[config.mk]
export PLATFORM = sky130hd
export DESIGN_NAME = bit_counter_iter
export DESIGN_NICKNAME = d
export VERILOG_FILES = /design/src/rtl/bit_counter_iter.sv
export SDC_FILE = /design/constraint.sdc
export NUM_CORES = 1
export LEC_CHECK = 0
export CAP_MARGIN = 20
export CORE_MARGIN = 1
export CORE_UTILIZATION = 49
export CTS_BUF_LIST = sky130_fd_sc_hd__clkbuf_16
export DETAILED_ROUTE_END_ITERATION = 10
export GPL_ROUTABILITY_DRIVEN = 0
export HOLD_SLACK_MARGIN = 0.03
export PLACE_DENSITY_LB_ADDON = 0.25
export SYNTH_ARGS = -nofsm -noshare
export SYNTH_HDL_FRONTEND = slang
export SYNTH_SLANG_ARGS = --single-unit
[constraint.sdc]
create_clock -name clk -period 3.19 [get_ports clk]
set_input_delay 0.638 -clock clk [delete_from_list [all_inputs] [get_ports clk]]
set_output_delay 0.638 -clock clk [all_outputs]
set_load 0.02 [all_outputs]
[src/rtl/bit_counter_iter.sv]
// bit_counter_iter
//   Counts bits of a DATA_W-bit word, CHUNK_W bits per clock. It is the
//   parametrised successor of the fixed 32-bit demo counter and feeds the
//   7-segment decoder.
//   Count modes: 00 ones, 01 zeros, 10 leading zeros, 11 trailing zeros.
//
// Ports
//   clk      system clock, rising edge
//   rst_n    asynchronous active-low reset
//   Valid    request; DataIn and Mode are sampled on accept (IDLE or DONE)
//   DataIn   operand word
//   Mode     count mode
//   Ready    result valid; held until the next accept or reset
//   Busy     high while the word is being scanned (RUN)
//   DataOut  zero-extended count, stable outside the RUN->DONE update
module bit_counter_iter #(
  parameter  int DATA_W  = 32,
  parameter  int CHUNK_W = 4,
  localparam int OUT_W   = $clog2(DATA_W + 1)
) (
  input  logic              clk,
  input  logic              rst_n,
  input  logic              Valid,
  input  logic [DATA_W-1:0] DataIn,
  input  logic [1:0]        Mode,
  output logic              Ready,
  output logic              Busy,
  output logic [OUT_W-1:0]  DataOut
);

  localparam int N     = DATA_W / CHUNK_W;
  localparam int CNT_W = (N > 1) ? $clog2(N) : 1;

  localparam logic [1:0] MODE_ONES  = 2'b00;
  localparam logic [1:0] MODE_ZEROS = 2'b01;
  localparam logic [1:0] MODE_TZ    = 2'b11;

  typedef enum logic [1:0] {
    IDLE = 2'b00,
    RUN  = 2'b01,
    DONE = 2'b10
  } state_t;

  state_t              state;
  state_t              state_next;

  logic [DATA_W-1:0]   shift_reg;
  logic [OUT_W-1:0]    acc;
  logic [CNT_W-1:0]    chunk_cnt;
  logic                stop;
  logic [1:0]          mode_q;
  logic [OUT_W-1:0]    data_out_q;

  logic                accept;
  logic                last_chunk;
  logic [DATA_W-1:0]   data_rev;
  logic [CHUNK_W-1:0]  chunk;
  logic [OUT_W-1:0]    ones_cnt;
  logic [OUT_W-1:0]    zeros_cnt;
  logic [OUT_W-1:0]    lead_cnt;
  logic                chunk_has_one;
  logic [OUT_W-1:0]    acc_next;
  logic                stop_next;

  assign accept     = Valid && (state == IDLE || state == DONE);
  assign last_chunk = (chunk_cnt == CNT_W'(N - 1));
  assign chunk      = shift_reg[DATA_W-1 -: CHUNK_W];

  // Trailing-zero mode reverses the word on accept so every mode scans
  // from the MSB end with the same leading-zero logic.
  always_comb begin
    data_rev = '0;
    for (int i = 0; i < DATA_W; i++) begin
      data_rev[i] = DataIn[DATA_W-1-i];
    end
  end

  // Per-chunk statistics: popcount and zeros above the first 1 (MSB first).
  // NOTE: every always_comb output gets a default before any branch so no
  // path can leave it unassigned, which is what would infer a latch.
  always_comb begin
    ones_cnt      = '0;
    lead_cnt      = '0;
    chunk_has_one = 1'b0;
    for (int i = 0; i < CHUNK_W; i++) begin
      ones_cnt = ones_cnt + OUT_W'(chunk[i]);
    end
    for (int i = CHUNK_W - 1; i >= 0; i--) begin
      if (!chunk_has_one) begin
        if (chunk[i]) chunk_has_one = 1'b1;
        else          lead_cnt      = lead_cnt + OUT_W'(1);
      end
    end
    zeros_cnt = OUT_W'(CHUNK_W) - ones_cnt;
  end

  // Accumulator update for one RUN cycle. Once the first 1 has been seen
  // in a leading/trailing-zero scan, the remaining chunks contribute 0.
  always_comb begin
    acc_next  = acc;
    stop_next = stop;
    case (mode_q)
      MODE_ONES:  acc_next = acc + ones_cnt;
      MODE_ZEROS: acc_next = acc + zeros_cnt;
      default: begin
        if (!stop) begin
          acc_next  = acc + lead_cnt;
          stop_next = chunk_has_one;
        end
      end
    endcase
  end

  // State register.
  // NOTE: clocked state uses non-blocking assignments so every flop samples
  // the pre-edge values regardless of statement order.
  always_ff @(posedge clk or negedge rst_n) begin
    if (!rst_n) state <= IDLE;
    else        state <= state_next;
  end

  // Next-state logic. Valid during RUN is ignored; there is no early exit.
  always_comb begin
    state_next = state;
    case (state)
      IDLE:    if (accept) state_next = RUN;
      RUN:     if (last_chunk) state_next = DONE;
      DONE:    if (accept) state_next = RUN;
      default: state_next = IDLE;
    endcase
  end

  // Outputs decoded from state.
  always_comb begin
    Ready = 1'b0;
    Busy  = 1'b0;
    case (state)
      RUN:     Busy  = 1'b1;
      DONE:    Ready = 1'b1;
      default: ;
    endcase
  end

  // Datapath. The shift register is an ordinary register, not a memory,
  // so it is cleared on reset along with the rest of the context.
  always_ff @(posedge clk or negedge rst_n) begin
    if (!rst_n) begin
      shift_reg  <= '0;
      acc        <= '0;
      chunk_cnt  <= '0;
      stop       <= 1'b0;
      mode_q     <= MODE_ONES;
      data_out_q <= '0;
    end else if (accept) begin
      shift_reg <= (Mode == MODE_TZ) ? data_rev : DataIn;
      mode_q    <= Mode;
      acc       <= '0;
      chunk_cnt <= '0;
      stop      <= 1'b0;
    end else if (state == RUN) begin
      shift_reg <= shift_reg << CHUNK_W;
      acc       <= acc_next;
      stop      <= stop_next;
      chunk_cnt <= chunk_cnt + CNT_W'(1);
      // DataOut only moves on the RUN->DONE transition.
      if (last_chunk) data_out_q <= acc_next;
    end
  end

  assign DataOut = data_out_q;

endmodule

======== Word level (Yosys, flattened, before mapping) ========
Index checks and enable logic that the tools add are counted.
storage, ports and cells
  register bits after elaboration ......... 52
  bits of input ports ..................... 37
  output and inout bits ................... 8
  logic and storage cells ................. 69
cells by class
  add/sub/neg operators ................... 11
  equality and inequality tests ........... 8
  mux-type cells .......................... 32
  bitwise gates (word level) .............. 1
  reduce and logical (&&, ||, !) cells .... 10
operators by type and width
  cell                   count
  $mux W32               3
  $mux W6                9
  $add A6 B1 Y6 const B  3
  $mux W1                14
  $add A6 B6 Y6          2
  $pmux W6 S2            1
  $add A6 B4 Y6          1
  $mux W3                2
  $sub A3 B4 Y5 const A  1
  $add A3 B1 Y4          1
  $eq A2 B1 Y1 const B   2
  $eq A2 B2 Y1 const B   2
  $logic_not A2 Y1       2
  $mux W2                2
  $ne A2 B1 Y1 const B   2
  $pmux W2 S2            1
  $reduce_and A2 Y1      2
  $reduce_or A2 Y1       2
  $add A2 B1 Y3          1
  $add A3 B1 Y3 const B  1
  $eq A3 B3 Y1 const B   1
  $reduce_and A3 Y1      1
  $add A1 B1 Y2          1
  $ne A2 B2 Y1 const B   1
  other kinds (4)        4

======== Logic depth before layout (Yosys ltp) ========
  depth in word-level cells ............... 15
  depth in mapped cells ................... 14
  gate-level depth less buffers ........... 14

======== Worst setup path after synthesis ========
Ideal clock, no wire load.
  path kind ............................... register -> register
  start point ............................. reg shift_reg[28]
  end point ............................... reg acc[4]
  arrival time ............................ 3,006 ps
  slack ................................... 60 ps
  cell stages (with the launch flop) ...... 13
  clock period less this slack ............ 3,130 ps
  cells stage by stage .................... dfrtp_1 fa_1 ha_1 ha_1 inv_1 ha_1 mux2_2 fa_1 a21o_1 a21oi_1 xnor2_1 a22oi_1 nand2_1
on the way
  longest elaborated chain between the ends .. 8
  elaborated cells on any way between the ends .. 13
RTL lines
  what                      RTL line  RTL
  start: declaration        47        logic [DATA_W-1:0] shift_reg;
  start signal: assignment  155       shift_reg <= (Mode == MODE_TZ) ? data_rev : DataIn;
  start signal: assignment  161       shift_reg <= shift_reg << CHUNK_W;
  $add A1 B1 Y2             86        ones_cnt = ones_cnt + OUT_W'(chunk[i]);
  $add A2 B1 Y3             86
  $add A3 B1 Y4             86
  $sub A3 B4 Y5             94        zeros_cnt = OUT_W'(CHUNK_W) - ones_cnt;
  $add A6 B6 Y6             104       MODE_ZEROS: acc_next = acc + zeros_cnt;
  $pmux W6 S2 (*)           102       case (mode_q)
  $mux W6 (*)               160       end else if (state == RUN) begin
  $mux W6 (*)               154       end else if (accept) begin
  end signal: assignment    162       acc <= acc_next;
  end: declaration          48        logic [OUT_W-1:0] acc;
Every way passes the cells marked *; elsewhere a longest branch is shown, timed or not. The select of a mux whose other input is x is not followed.
A chain may end at the register's enable or synchronous reset.

======== Worst setup path in the final report ========
  start point ............................. reg shift_reg[31]
  end point ............................... reg data_out_q[5], in the netlist DataOut[5]
on the way
  longest elaborated chain between the ends .. 13
  elaborated cells on any way between the ends .. 20
RTL lines
  what                    RTL line  RTL
  $mux W1                 90        if (chunk[i]) chunk_has_one = 1'b1;
  $add A6 B1 Y6           91        else lead_cnt = lead_cnt + OUT_W'(1);
  $mux W6                 90
  $mux W6                 89        if (!chunk_has_one) begin
  $add A6 B1 Y6           91
  $mux W6                 90
  $mux W6                 89
  $add A6 B1 Y6           91
  $mux W6                 90
  $mux W6                 89
  $add A6 B6 Y6           107       acc_next = acc + lead_cnt;
  $mux W6                 106       if (!stop) begin
  $pmux W6 S2 (*)         102
  end signal: assignment  166       if (last_chunk) data_out_q <= acc_next;
  end: declaration        52        logic [OUT_W-1:0] data_out_q;
Every way passes the cells marked *; elsewhere a longest branch is shown, timed or not.

==> metrics.cfg <==
[routing]
vias = 2564
wl_mm = 7.00
first_pass_iters = 4
detail_route.wl_per_cell_um = 16.1
drc_errors = 0
drtIter0Drc = 134
drtAntennaViolNets = 0
routed_via_density = 5.89

[synth]
synth-seq-cells = 52
syn-num-nets = 368
seq_area_frac_synth_pct = 42.2
synth_flop_cell = dfrtp_1
ys_warn_count = 0
netlist_area_um2 = 3090
ys_types = 41
synth.avg_cell_area_um2 = 9.92
synth-edff-count = 0
async_reset_ff_share_pct = 100
syn_inst = 311

[clock_tree]
root_buffer = clkbuf_16
numCtsBuffers = 5
cts.sinks = 52
clkLatencyLatePin_ps = 290
cts-htree-levels = 2
path_clk_slew_ps = 70
tritoncts = yes
clock_path_buffers = 2

[final_layout]
area_growth_pct = 27.9
fin_area_um2 = 3950
antenna_cells = 0
drive_gt1_share_pct = 15.3
largest_reg_flops = 32
nNetsFinal = 416

[sta]
fin_ws_ps = 111
fmax_ghz = 0.325
tightestPinTransition_ps = 698
fin_skew_ps = 5.66
period_needed_ps = 3080
drv_slew = 0
max_slew_margin_pct = 53.5
period_share_pct = 96.5
hold_violations = 0
setup_viol = 0

[place]
io_buffers = 44
postPlaceCellArea_um2 = 3640
place_ws_ps = -55.2
hpwl_mm = 5.05

[floorplanning]
die_area_um2 = 6620
core-area_um2 = 5990
die_w_um = 81.4
rows = 28
ios = 45
die_h_um = 81.4
initial_core_util_pct = 51.5

[setup_path]
cp.required_ps = 3390
worstReg2RegStart = shift_reg[31]
worstPathArrival_ps = 3280
critPathCaptureType = flip-flop
crit_path_start_kind = flip-flop
worstPathMaxFanout = 2
r2r_end = DataOut[5]
r2r_cells = 12
path_class = flip-flop to flip-flop
rrSetupSlack_ps = 110

[power_and_ir_drop]
netSwitchingPower_mw = 1.87
p_int_mw = 2.56
power_density_nw_per_um2 = 1120
clkPwrFrac_pct = 11.9
vdd.ir_drop.worst_uv = 612
pwr-share-comb_pct = 60.3
seqPwrFrac_pct = 27.8
p_total_mw = 4.42
p_leak_nw = 1.81
swShare_pct = 42.2

[job]
maxCapViolCount = 0

[status]
status = finished clean

[global_route]
grt_max_degree = 42
antenna_found_initial = 0
grt_pass1_vias = 2534
grt_pass1_wl_mm = 11.8
gr-total-overflow = 0
grt_usage_pct = 23.7

[hold_path]
hold_class = input pin to async pin

-- cells by family after synthesis --
kind of cell / Yosys count / synth area share [%]
buffers and inverters: 26 / 3.77
muxes: 34 / 11.2
AOI/OAI and AO/OA: 101 / 20.7
xor gates and xnor gates: 8 / 2.27
adders and majority gates: 20 / 8.84
DFF: 52 / 42.2
and+or+nand+nor: 70 / 11.1
-- power by group through the flow --
stage | registers (mW) | logic (mW) | clock network (mW)
6_report | 1.23 | 2.67 | 0.525
5_1_grt | 1.27 | 2.98 | 0.565
4_1_cts | 1.21 | 2.22 | 0.537
3_5_place_dp | 1.22 | 2.18 | 0
3_3_place_gp | 1.21 | 2.11 | 0
2_1_floorplan | 1.20 | 1.53 | 0
-- cell usage in the layout (no fill, tap or decap), types with 3 or more instances in the layout --
master	count
a211oi_1	5
a21oi_2	5
a22oi_1	24
a31oi_1	5
and3_1	6
buf_4	13
clkbuf_16	5
clkdlybuf4s50_1	43
dfrtp_1	51
ha_1	10
ha_4	6
inv_1	8
mux2_2	3
mux2i_1	30
nand2_1	38
nand2b_1	5
nor2_1	5
o21ai_0	41
o21ai_1	4
xnor2_1	6
-- stage by stage --
| step | TNS [ps] | utilization (%) | std cells | hold slack, ps |
|---|---|---|---|---|
| detailed placement | -103 | 60.7 | 425 | 470 |
| CTS | 0 | 63.3 | 433 | 359 |
| floorplan | 0 | - | 311 | 342 |
| global route | -3.05 | 65.9 | 435 | 389 |
| global placement | 0 | 60.7 | 425 | 461 |
| finish | 0 | 65.9 | 435 | 336 |
-- cell usage after synthesis, types with 3 or more instances --
cell      number  share of area (%)
xnor2_1        6                1.7
a21oi_1        7                1.1
buf_2          9                1.5
a31oi_1        6                1.2
inv_1          8               0.97
a22oi_1       24                5.8
nand2_1       38                4.6
clkbuf_1       7               0.85
a211oi_1       5                1.2
nor2_1         6               0.73
mux2_2         4                1.5
nand2b_1       5                1.0
and3_1         6                1.2
fa_1           3                1.9
o21ai_0       45                7.3
mux2i_1       30                9.7
ha_1          17                6.9
dfrtp_1       52                 42
-- per-layer routing --
| layer | GRT usage (%) | vias to the layer above | part of all wire, % |
|---|---|---|---|
| li1 | - | 1245 | - |
| met1 | 30.0 | 1259 | 44 |
| met2 | 40.9 | 52 | 51 |
| met3 | 4.38 | 8 | 3.5 |
| met4 | 6.43 | 0 | 1.4 |
| met5 | 0 | - | 0 |
-- worst max-delay path by stage --
stage                       start    endpoint  slack, ps  cells past startpoint
floorplan           shift_reg[28]      acc[4]         60                     12
global placement    shift_reg[28]      acc[4]         40                     12
detailed placement  shift_reg[28]      acc[4]        -60                     12
CTS                 shift_reg[31]  DataOut[4]          3                     13
global route        shift_reg[31]  DataOut[5]         -3                     12
finish              shift_reg[31]  DataOut[5]        110                     12
-- critical path: stages (launching register included) --
cell	delay [ps]
dfrtp_1	400
fa_1	550
ha_2	200
ha_4	210
inv_2	60
ha_4	180
mux2_4	300
ha_4	240
a21o_1	200
nand4_1	130
and4_4	240
nor3_4	50
o31ai_2	230
-- area by class of cell --
| class | instances | area [µm²] |
|---|---|---|
| clock buffer | 5 | 125 |
| clock inverter | 3 | 17.5 |
| fill | 471 | 2040 |
| inverter | 8 | 30.0 |
| multi-input combinational | 233 | 1810 |
| sequential | 52 | 1300 |
| tap | 75 | 93.8 |
| timing repair buffer | 59 | 564 |
-- what timing repair did --
item                                    in CTS  in global routing
endpoints found under the setup margin       2                  7
hold buffers                                 0                  0
pin swaps                                    0                 23
setup buffers                                0                  2
resized for setup                            3                 28
Power figures use the tool's default switching activity.
